File: src/rtl/muldiv_ctrl_if.sv
// Handshake, operand and result bundle between the EX stage and the
// iterative multiply/divide sequencer, including the borrowed ALU path.
interface muldiv_ctrl_if;
  logic        start;
  logic        op;
  logic [31:0] rs_val;
  logic [31:0] rt_val;
  logic [31:0] alu_r;
  logic [31:0] alu_a;
  logic [31:0] alu_b;
  logic [3:0]  alu_ctl;
  logic        busy;
  logic        done;
  logic [31:0] hi;
  logic [31:0] lo;
  logic        div_zero;

  modport master (
    output start, op, rs_val, rt_val, alu_r,
    input  alu_a, alu_b, alu_ctl, busy, done, hi, lo, div_zero
  );

  modport slave (
    input  start, op, rs_val, rt_val, alu_r,
    output alu_a, alu_b, alu_ctl, busy, done, hi, lo, div_zero
  );
endinterface

File: src/rtl/muldiv_ctrl.sv
// MULTU/DIVU sequencer: 32 shift-add or restoring-divide iterations on a
// shared ALU, with the 64-bit result kept in HI/LO.
module muldiv_ctrl (
  input  logic         clk,
  input  logic         clrn,
  muldiv_ctrl_if.slave bus
);
  localparam logic [3:0] ALU_ADD = 4'b0010;
  localparam logic [3:0] ALU_SUB = 4'b0110;

  typedef enum logic [1:0] {IDLE, RUN, DONE} state_t;

  state_t      state_q, state_d;
  logic [4:0]  cnt_q, cnt_d;
  logic [31:0] opd_q, opd_d;
  logic        op_q, op_d;
  logic [31:0] hi_q, hi_d;
  logic [31:0] lo_q, lo_d;
  logic        dz_q, dz_d;

  logic [31:0] alu_a_d, alu_b_d, shifted;
  logic [3:0]  alu_ctl_d;
  logic        carry, ovf;

  always_ff @(posedge clk or negedge clrn) begin
    if (!clrn) begin
      state_q <= IDLE;
      cnt_q   <= '0;
      opd_q   <= '0;
      op_q    <= 1'b0;
      hi_q    <= '0;
      lo_q    <= '0;
      dz_q    <= 1'b0;
    end else begin
      state_q <= state_d;
      cnt_q   <= cnt_d;
      opd_q   <= opd_d;
      op_q    <= op_d;
      hi_q    <= hi_d;
      lo_q    <= lo_d;
      dz_q    <= dz_d;
    end
  end

  // Divide works on the remainder shifted left by one; the bit falling out
  // of HI means the true remainder already exceeds any 32-bit divisor.
  assign shifted = {hi_q[30:0], lo_q[31]};
  assign ovf     = hi_q[31];
  assign carry   = (bus.alu_r < hi_q);

  always_comb begin
    state_d   = state_q;
    cnt_d     = cnt_q;
    opd_d     = opd_q;
    op_d      = op_q;
    hi_d      = hi_q;
    lo_d      = lo_q;
    dz_d      = dz_q;
    alu_a_d   = '0;
    alu_b_d   = '0;
    alu_ctl_d = ALU_ADD;

    case (state_q)
      IDLE: begin
        if (bus.start) begin
          op_d  = bus.op;
          opd_d = bus.rt_val;
          cnt_d = '0;
          dz_d  = 1'b0;
          hi_d  = '0;
          lo_d  = bus.rs_val;
          if (bus.op && (bus.rt_val == '0)) begin
            hi_d    = bus.rs_val;
            lo_d    = '1;
            dz_d    = 1'b1;
            state_d = DONE;
          end else begin
            state_d = RUN;
          end
        end
      end

      RUN: begin
        cnt_d   = cnt_q + 5'd1;
        alu_b_d = opd_q;
        if (op_q) begin
          alu_a_d   = shifted;
          alu_ctl_d = ALU_SUB;
          if (ovf || (shifted >= opd_q)) begin
            hi_d = bus.alu_r;
            lo_d = {lo_q[30:0], 1'b1};
          end else begin
            hi_d = shifted;
            lo_d = {lo_q[30:0], 1'b0};
          end
        end else begin
          alu_a_d   = hi_q;
          alu_ctl_d = ALU_ADD;
          if (lo_q[0]) begin
            hi_d = {carry, bus.alu_r[31:1]};
            lo_d = {bus.alu_r[0], lo_q[31:1]};
          end else begin
            hi_d = {1'b0, hi_q[31:1]};
            lo_d = {hi_q[0], lo_q[31:1]};
          end
        end
        if (cnt_q == 5'd31) begin
          state_d = DONE;
        end
      end

      DONE: state_d = IDLE;

      default: state_d = IDLE;
    endcase
  end

  assign bus.alu_a    = alu_a_d;
  assign bus.alu_b    = alu_b_d;
  assign bus.alu_ctl  = alu_ctl_d;
  assign bus.busy     = (state_q != IDLE);
  assign bus.done     = (state_q == DONE);
  assign bus.hi       = hi_q;
  assign bus.lo       = lo_q;
  assign bus.div_zero = dz_q;
endmodule

File: src/flat_wrapper.sv
// flat-port wrapper written by rule: the top's interface ports become plain ports
module muldiv_ctrl_flat 
  (clk, clrn, bus_start, bus_op, bus_rs_val, bus_rt_val, bus_alu_r, bus_alu_a, bus_alu_b, bus_alu_ctl, bus_busy, bus_done, bus_hi, bus_lo, bus_div_zero);
  muldiv_ctrl_if bus_i ();
  input  logic clk;
  input  logic clrn;
  input wire logic [$bits(bus_i.start)-1:0] bus_start;
  input wire logic [$bits(bus_i.op)-1:0] bus_op;
  input wire logic [$bits(bus_i.rs_val)-1:0] bus_rs_val;
  input wire logic [$bits(bus_i.rt_val)-1:0] bus_rt_val;
  input wire logic [$bits(bus_i.alu_r)-1:0] bus_alu_r;
  output wire logic [$bits(bus_i.alu_a)-1:0] bus_alu_a;
  output wire logic [$bits(bus_i.alu_b)-1:0] bus_alu_b;
  output wire logic [$bits(bus_i.alu_ctl)-1:0] bus_alu_ctl;
  output wire logic [$bits(bus_i.busy)-1:0] bus_busy;
  output wire logic [$bits(bus_i.done)-1:0] bus_done;
  output wire logic [$bits(bus_i.hi)-1:0] bus_hi;
  output wire logic [$bits(bus_i.lo)-1:0] bus_lo;
  output wire logic [$bits(bus_i.div_zero)-1:0] bus_div_zero;
  assign bus_i.start = bus_start;
  assign bus_i.op = bus_op;
  assign bus_i.rs_val = bus_rs_val;
  assign bus_i.rt_val = bus_rt_val;
  assign bus_i.alu_r = bus_alu_r;
  assign bus_alu_a = bus_i.alu_a;
  assign bus_alu_b = bus_i.alu_b;
  assign bus_alu_ctl = bus_i.alu_ctl;
  assign bus_busy = bus_i.busy;
  assign bus_done = bus_i.done;
  assign bus_hi = bus_i.hi;
  assign bus_lo = bus_i.lo;
  assign bus_div_zero = bus_i.div_zero;
  muldiv_ctrl u_core (.clk(clk), .clrn(clrn), .bus(bus_i));
endmodule
File: config.mk
export PLATFORM = sky130hd
export DESIGN_NAME = muldiv_ctrl_flat
export DESIGN_NICKNAME = d
export VERILOG_FILES = /design/src/rtl/muldiv_ctrl_if.sv /design/src/rtl/muldiv_ctrl.sv /design/src/flat_wrapper.sv
export SDC_FILE = /design/constraint.sdc
export NUM_CORES = 1
export LEC_CHECK = 0
export BUFFER_PORTS_ARGS = -buffer_cell sky130_fd_sc_hd__buf_2
export CORE_MARGIN = 4
export CORE_UTILIZATION = 45
export CTS_CLUSTER_SIZE = 8
export DETAILED_ROUTE_END_ITERATION = 6
export HOLD_SLACK_MARGIN = 0.15
export PLACE_DENSITY = 0.69
export SYNTH_ARGS = -nofsm -noshare
export SYNTH_HDL_FRONTEND = slang
export SYNTH_SLANG_ARGS = --single-unit
File: constraint.sdc
create_clock -name clk -period 5.1 [get_ports clk]
set_input_delay 0.255 -clock clk [delete_from_list [all_inputs] [get_ports clk]]
set_output_delay 0.255 -clock clk [all_outputs]
set_load 0.05 [all_outputs]
# --- After elaboration in Yosys (flattened, before gate mapping) ---
# Index checks and enable logic that the tools add are counted.
# Widths: inputs -> output; s select.
word_totals:
  regBits: 105
  output_inout_bits: 135
  elab_cells: 48
op_classes:
  add_sub_neg: 1
  order_cmp: 2
  n_eq_ne: 5
  mux: 24
  n_reduce_logical: 9
op_table:
  columns: ["op", "n"]
  rows:
  - ["$mux 32", 12]
  - ["$pmux 32 s2", 2]
  - ["$ge 32x32->1", 1]
  - ["$logic_not 32->1", 1]
  - ["$lt 32x32->1", 1]
  - ["$pmux 5 s2", 1]
  - ["$mux 2", 3]
  - ["$reduce_and 2->1", 3]
  - ["$add 5x1->5 const B", 1]
  - ["$eq 5x5->1 const B", 1]
  - ["$mux 5", 1]
  - ["$mux 4", 1]
  - ["$pmux 2 s2", 1]
  - ["$reduce_bool 2->1", 2]
  - ["$mux 3", 1]
  - ["$eq 2x1->1 const B", 1]
  - ["$eq 2x2->1 const B", 1]
  - ["$logic_not 2->1", 1]
  - ["$mux 1", 2]
  - ["$ne 2x1->1 const B", 1]
  - ["$ne 2x2->1 const B", 1]
  - ["$logic_and 1x1->1", 1]
  - ["$logic_or 1x1->1", 1]

# --- Logic depth before layout (Yosys ltp) ---
depth:
  word_depth: 5
  depth_mapped: 11
  ltp_nobuf: 9

# --- Worst setup path after synthesis ---
# OpenSTA, ideal clock, no wires.
synth_path:
  path_type: "register -> register"
  startpoint: "register u_core.hi_q[8], in the netlist u_core.bus.hi[8]"
  endpoint: "register u_core.hi_q[0], in the netlist u_core.bus.hi[0]"
  arrival_ns: 2.368
  required_time_ns: 4.923
  setup_slack_ns: 2.555
  path_stages_with_launch: 10
  path_cell_list: "dfrtp_1 -> ha_1 -> and4_1 -> a21o_1 -> a211oi_1 -> o31ai_1 -> a21oi_1 -> buf_4 -> buf_2 -> a311oi_2"
synth_via:
  elab_chain_cells: 5
synth_lines:
  columns: ["item", "line_no", "rtl"]
  rows:
  - ["start: declaration", "muldiv_ctrl.sv:17", "logic [31:0] hi_q, hi_d;"]
  - ["start signal: assignment", "muldiv_ctrl.sv:39", "hi_q <= hi_d;"]
  - ["$ge 32x32->1", "muldiv_ctrl.sv:89", "if (ovf || (shifted >= opd_q)) begin"]
  - ["$logic_or 1x1->1", "muldiv_ctrl.sv:89", null]
  - ["$mux 32", "muldiv_ctrl.sv:89", null]
  - ["$mux 32", "muldiv_ctrl.sv:86", "if (op_q) begin"]
  - ["$pmux 32 s2", "muldiv_ctrl.sv:63", "case (state_q)"]
# Every way passes these cells.
# A chain may end at the register's enable or synchronous reset.

# --- Final worst setup path ---
layout_path:
  startpoint: "register u_core.state_q[0]"
  endpoint: "output bus_alu_ctl[2]"
layout_via:
  elab_chain_cells: 2
layout_lines:
  columns: ["item", "line_no", "rtl"]
  rows:
  - ["start: declaration", "muldiv_ctrl.sv:13", "state_t state_q, state_d;"]
  - ["start signal: assignment", "muldiv_ctrl.sv:35", "state_q <= state_d;"]
  - ["$eq 2x1->1", "muldiv_ctrl.sv:63", null]
  - ["$mux 4", "muldiv_ctrl.sv:63", null]
  - ["end: declaration", "flat_wrapper.sv:14", "output wire logic [$bits(bus_i.alu_ctl)-1:0] bus_alu_ctl;"]
# Every way passes these cells.

==> impl_metrics.json <==
{
  "status": "completed",
  "die_h_um": 141,
  "fmax_mhz": 320,
  "final_cell_area_um2": 9820,
  "drt_iter0_drc": 464,
  "ios": 235,
  "critPathMaxStageDelay_ns": 0.69,
  "drtAntennaViolNets": 0,
  "critPathTopFamily": "buffers and inverters",
  "cp_data_required_time_ns": 4.85,
  "synth_seq_area_share_pct": 33.1,
  "syn2layout_area_growth_pct": 23.8,
  "synthesis.instances": 904,
  "tightest_slew_ns": 1.15,
  "cts_repair_resize_count": 0,
  "grt_remaining_overflow": 0,
  "antenna_found_initial": 4,
  "layout_common_cells": "230 x buf_2, 104 x mux2i_1, 103 x dfrtp_1, 78 x nor2_1, 78 x inv_1",
  "fin_tns_setup_ns": 0,
  "async_reset_ff_share_pct": 100,
  "wl_per_cell_um": 19.0,
  "vias": 7762,
  "cts.sink_count": 105,
  "yosys_warnings": 0,
  "synth_edf_count": 0,
  "final.fill_count": 1648,
  "clkTransAtPathRegs_ns": 0.08,
  "r2r_slack_ns": 2.31,
  "setup_viol": 0,
  "hold_viol": 0,
  "clockBufferDepth": 2,
  "die_width_um": 141,
  "finClkSkew_ns": 0.0145,
  "route.detailed.drc": 0,
  "wirelength_um": 25800,
  "critPathLaunch": "u_core.state_q[0]$_DFFE_PN0P_",
  "place_area_um2": 9200,
  "hold_path_class": "in2reg",
  "reg2reg_from": "u_core.state_q[0]$_DFFE_PN0P_",
  "antenna_cells": 0,
  "synth_top_flop_cell": "dfrtp_1",
  "path_buf_inv": 4,
  "core_um2": 17300,
  "fin_nets": 1290,
  "finalCriticalPeriod_ns": 3.13,
  "die_area_um2": 19800,
  "arrival_ns": 2.87,
  "path_class": "reg2out",
  "cts_tree": "done",
  "yosys_register_bits": 105,
  "fin_crit_sh_pct": 61.3,
  "maxCapViolCount": 0,
  "grt_max_degree": 90,
  "r2r-end": "u_core.bus.hi[29]$_DFFE_PN0P_",
  "port_buffers": 231,
  "drive_gt1_share_pct": 25.7,
  "clock_latency_ns": 0.36,
  "firstDrtPassIters": 7,
  "grt_pass1_wl_um": 41000,
  "ys_types": 49,
  "slew-limit-headroom_pct": 22.9,
  "grt_pass1_vias": 7550,
  "rows": 48,
  "cp_max_fo": 32,
  "hpwl_um": 18200,
  "synth_area_um2": 7930,
  "gp_routability_congestion": 0.883,
  "layout_commonest_cell": "buf_2",
  "viasPerCell": 5.73,
  "cp.depth": 6,
  "worstPathCellList": "nor2b_2, buf_4, nand2_1, buf_4, inv_1, buf_2",
  "start_util_pct": 45.9,
  "clock-root-buffer": "clkbuf_16",
  "r2r_cells": 4,
  "syn_area_per_cell_um2": 8.78,
  "cp_slowest_cell": "dfrtp_1",
  "endpoint": "bus_alu_ctl[2]",
  "cts-buffers-inserted": 9,
  "cp-end-kind": "output port",
  "cp-start-kind": "flip-flop",
  "track_usage_pct": 25.6,
  "rsz0062_at_grt": "false",
  "cts.htree.levels": 3,
  "finalMaxSlewViolations": 0,
  "crit_top_cell": "buf_4"
}
registers in the layout (all words and copies together) (netlist names):
| name | cells |
|---|---|
| u_core.bus.div_zero | 1 |
| u_core.bus.hi | 32 |
| u_core.bus.lo | 32 |
| u_core.cnt_q | 5 |
| u_core.op_q | 1 |
| u_core.opd_q | 32 |
| u_core.state_q | 2 |
through the flow:
stage | cells | setup WS [ns] | util [%] | hold WS [ns]
4_1_cts | 1355 | 2.00 | 56.8 | 0.151
3_5_place_dp | 1304 | 2.35 | 53.2 | 0.482
6_report | 1355 | 1.97 | 56.8 | 0.147
2_1_floorplan | 905 | 2.56 | - | -0.0406
5_1_grt | 1355 | 1.84 | 56.8 | 0.162
3_3_place_gp | 1304 | 2.37 | 53.2 | 0.474
cell usage after synthesis, types with 2 or more instances:
library cell,count,area [µm²]
a2111oi_0,3,26.3
a211oi_1,6,45.0
a21o_1,7,52.6
a21oi_1,53,265
a22o_1,23,201
a311oi_1,3,26.3
a311oi_2,18,270
a31oi_1,3,18.8
and2_1,2,12.5
and4_1,3,26.3
buf_1,9,33.8
buf_2,16,80.1
buf_4,5,37.5
buf_6,3,33.8
clkbuf_1,36,135
conb_1,2,7.51
dfrtp_1,105,2630
ha_1,65,813
inv_1,78,293
mux2_2,2,22.5
mux2i_1,104,1040
nand2_1,53,199
nand2b_1,5,31.3
nand3_1,28,140
nand4_1,8,50.1
nor2_1,80,300
nor2b_1,6,37.5
nor3_1,22,110
nor4_1,8,50.1
o211ai_1,3,22.5
o21ai_0,71,355
o21ai_1,8,40.0
o221ai_1,21,184
o22a_1,10,87.6
o22ai_1,20,125
or3_1,2,12.5
worst min-delay path, cell delays in order:
cell and delay, ns:
buf_2 0.11, nand2_1 0.05, o21ai_0 0.06
worst min-delay path by stage:
stage	cells past startpoint	end	slack, ns	from
floorplan	0	u_core.bus.div_zero$_DFFE_PN0P_	-0.04	clrn
global placement	3	u_core.opd_q[21]$_DFFE_PN0P_	0.47	bus_rt_val[21]
detailed placement	3	u_core.opd_q[20]$_DFFE_PN0P_	0.48	bus_rt_val[20]
CTS	3	u_core.opd_q[30]$_DFFE_PN0P_	0.15	bus_rt_val[30]
global route	2	u_core.opd_q[0]$_DFFE_PN0P_	0.16	bus_rt_val[0]
finish	3	u_core.opd_q[2]$_DFFE_PN0P_	0.15	bus_rt_val[2]
area by class of cell:
| cell class | count | area, µm² | share of cell area, % |
|---|---|---|---|
| Clock buffer | 10 | 229 | 2.33 |
| Tap cell | 225 | 282 | 2.87 |
| Timing Repair Buffer | 278 | 1600 | 16.3 |
| Inverter | 78 | 293 | 2.98 |
| Clock inverter | 6 | 42.5 | 0.433 |
| Multi-Input combinational cell | 653 | 4740 | 48.3 |
| Sequential cell | 105 | 2630 | 26.8 |
per-layer routing:
metal  global-route usage [%]  wire (µm)  vias to the layer above
met5                        0         41                        -
met4                     8.72        621                        8
met3                     3.93       1590                       49
met2                     42.2      12300                      287
met1                     34.3      11200                     3691
li1                         -          -                     3727
logic make-up after synthesis:
logic type                 after synthesis  share of synthesized area (%)
xor gates and xnor gates                 1                          0.110
buffers and inverters                  147                           7.73
muxes                                  106                           13.4
other                                    2                         0.0947
and+or+nand+nor                        223                           13.0
AOI/OAI and AO/OA                      255                           22.3
adders and majority gates               65                           10.3
DFF                                    105                           33.1
repair_timing:
action	CTS	global route
hold buffers	35	0
hold endpoints to repair	108	0
buffers inserted	0	0
Power is not shown: default switching activity piles up to over one toggle a cycle in this logic, so the estimate is an artifact.
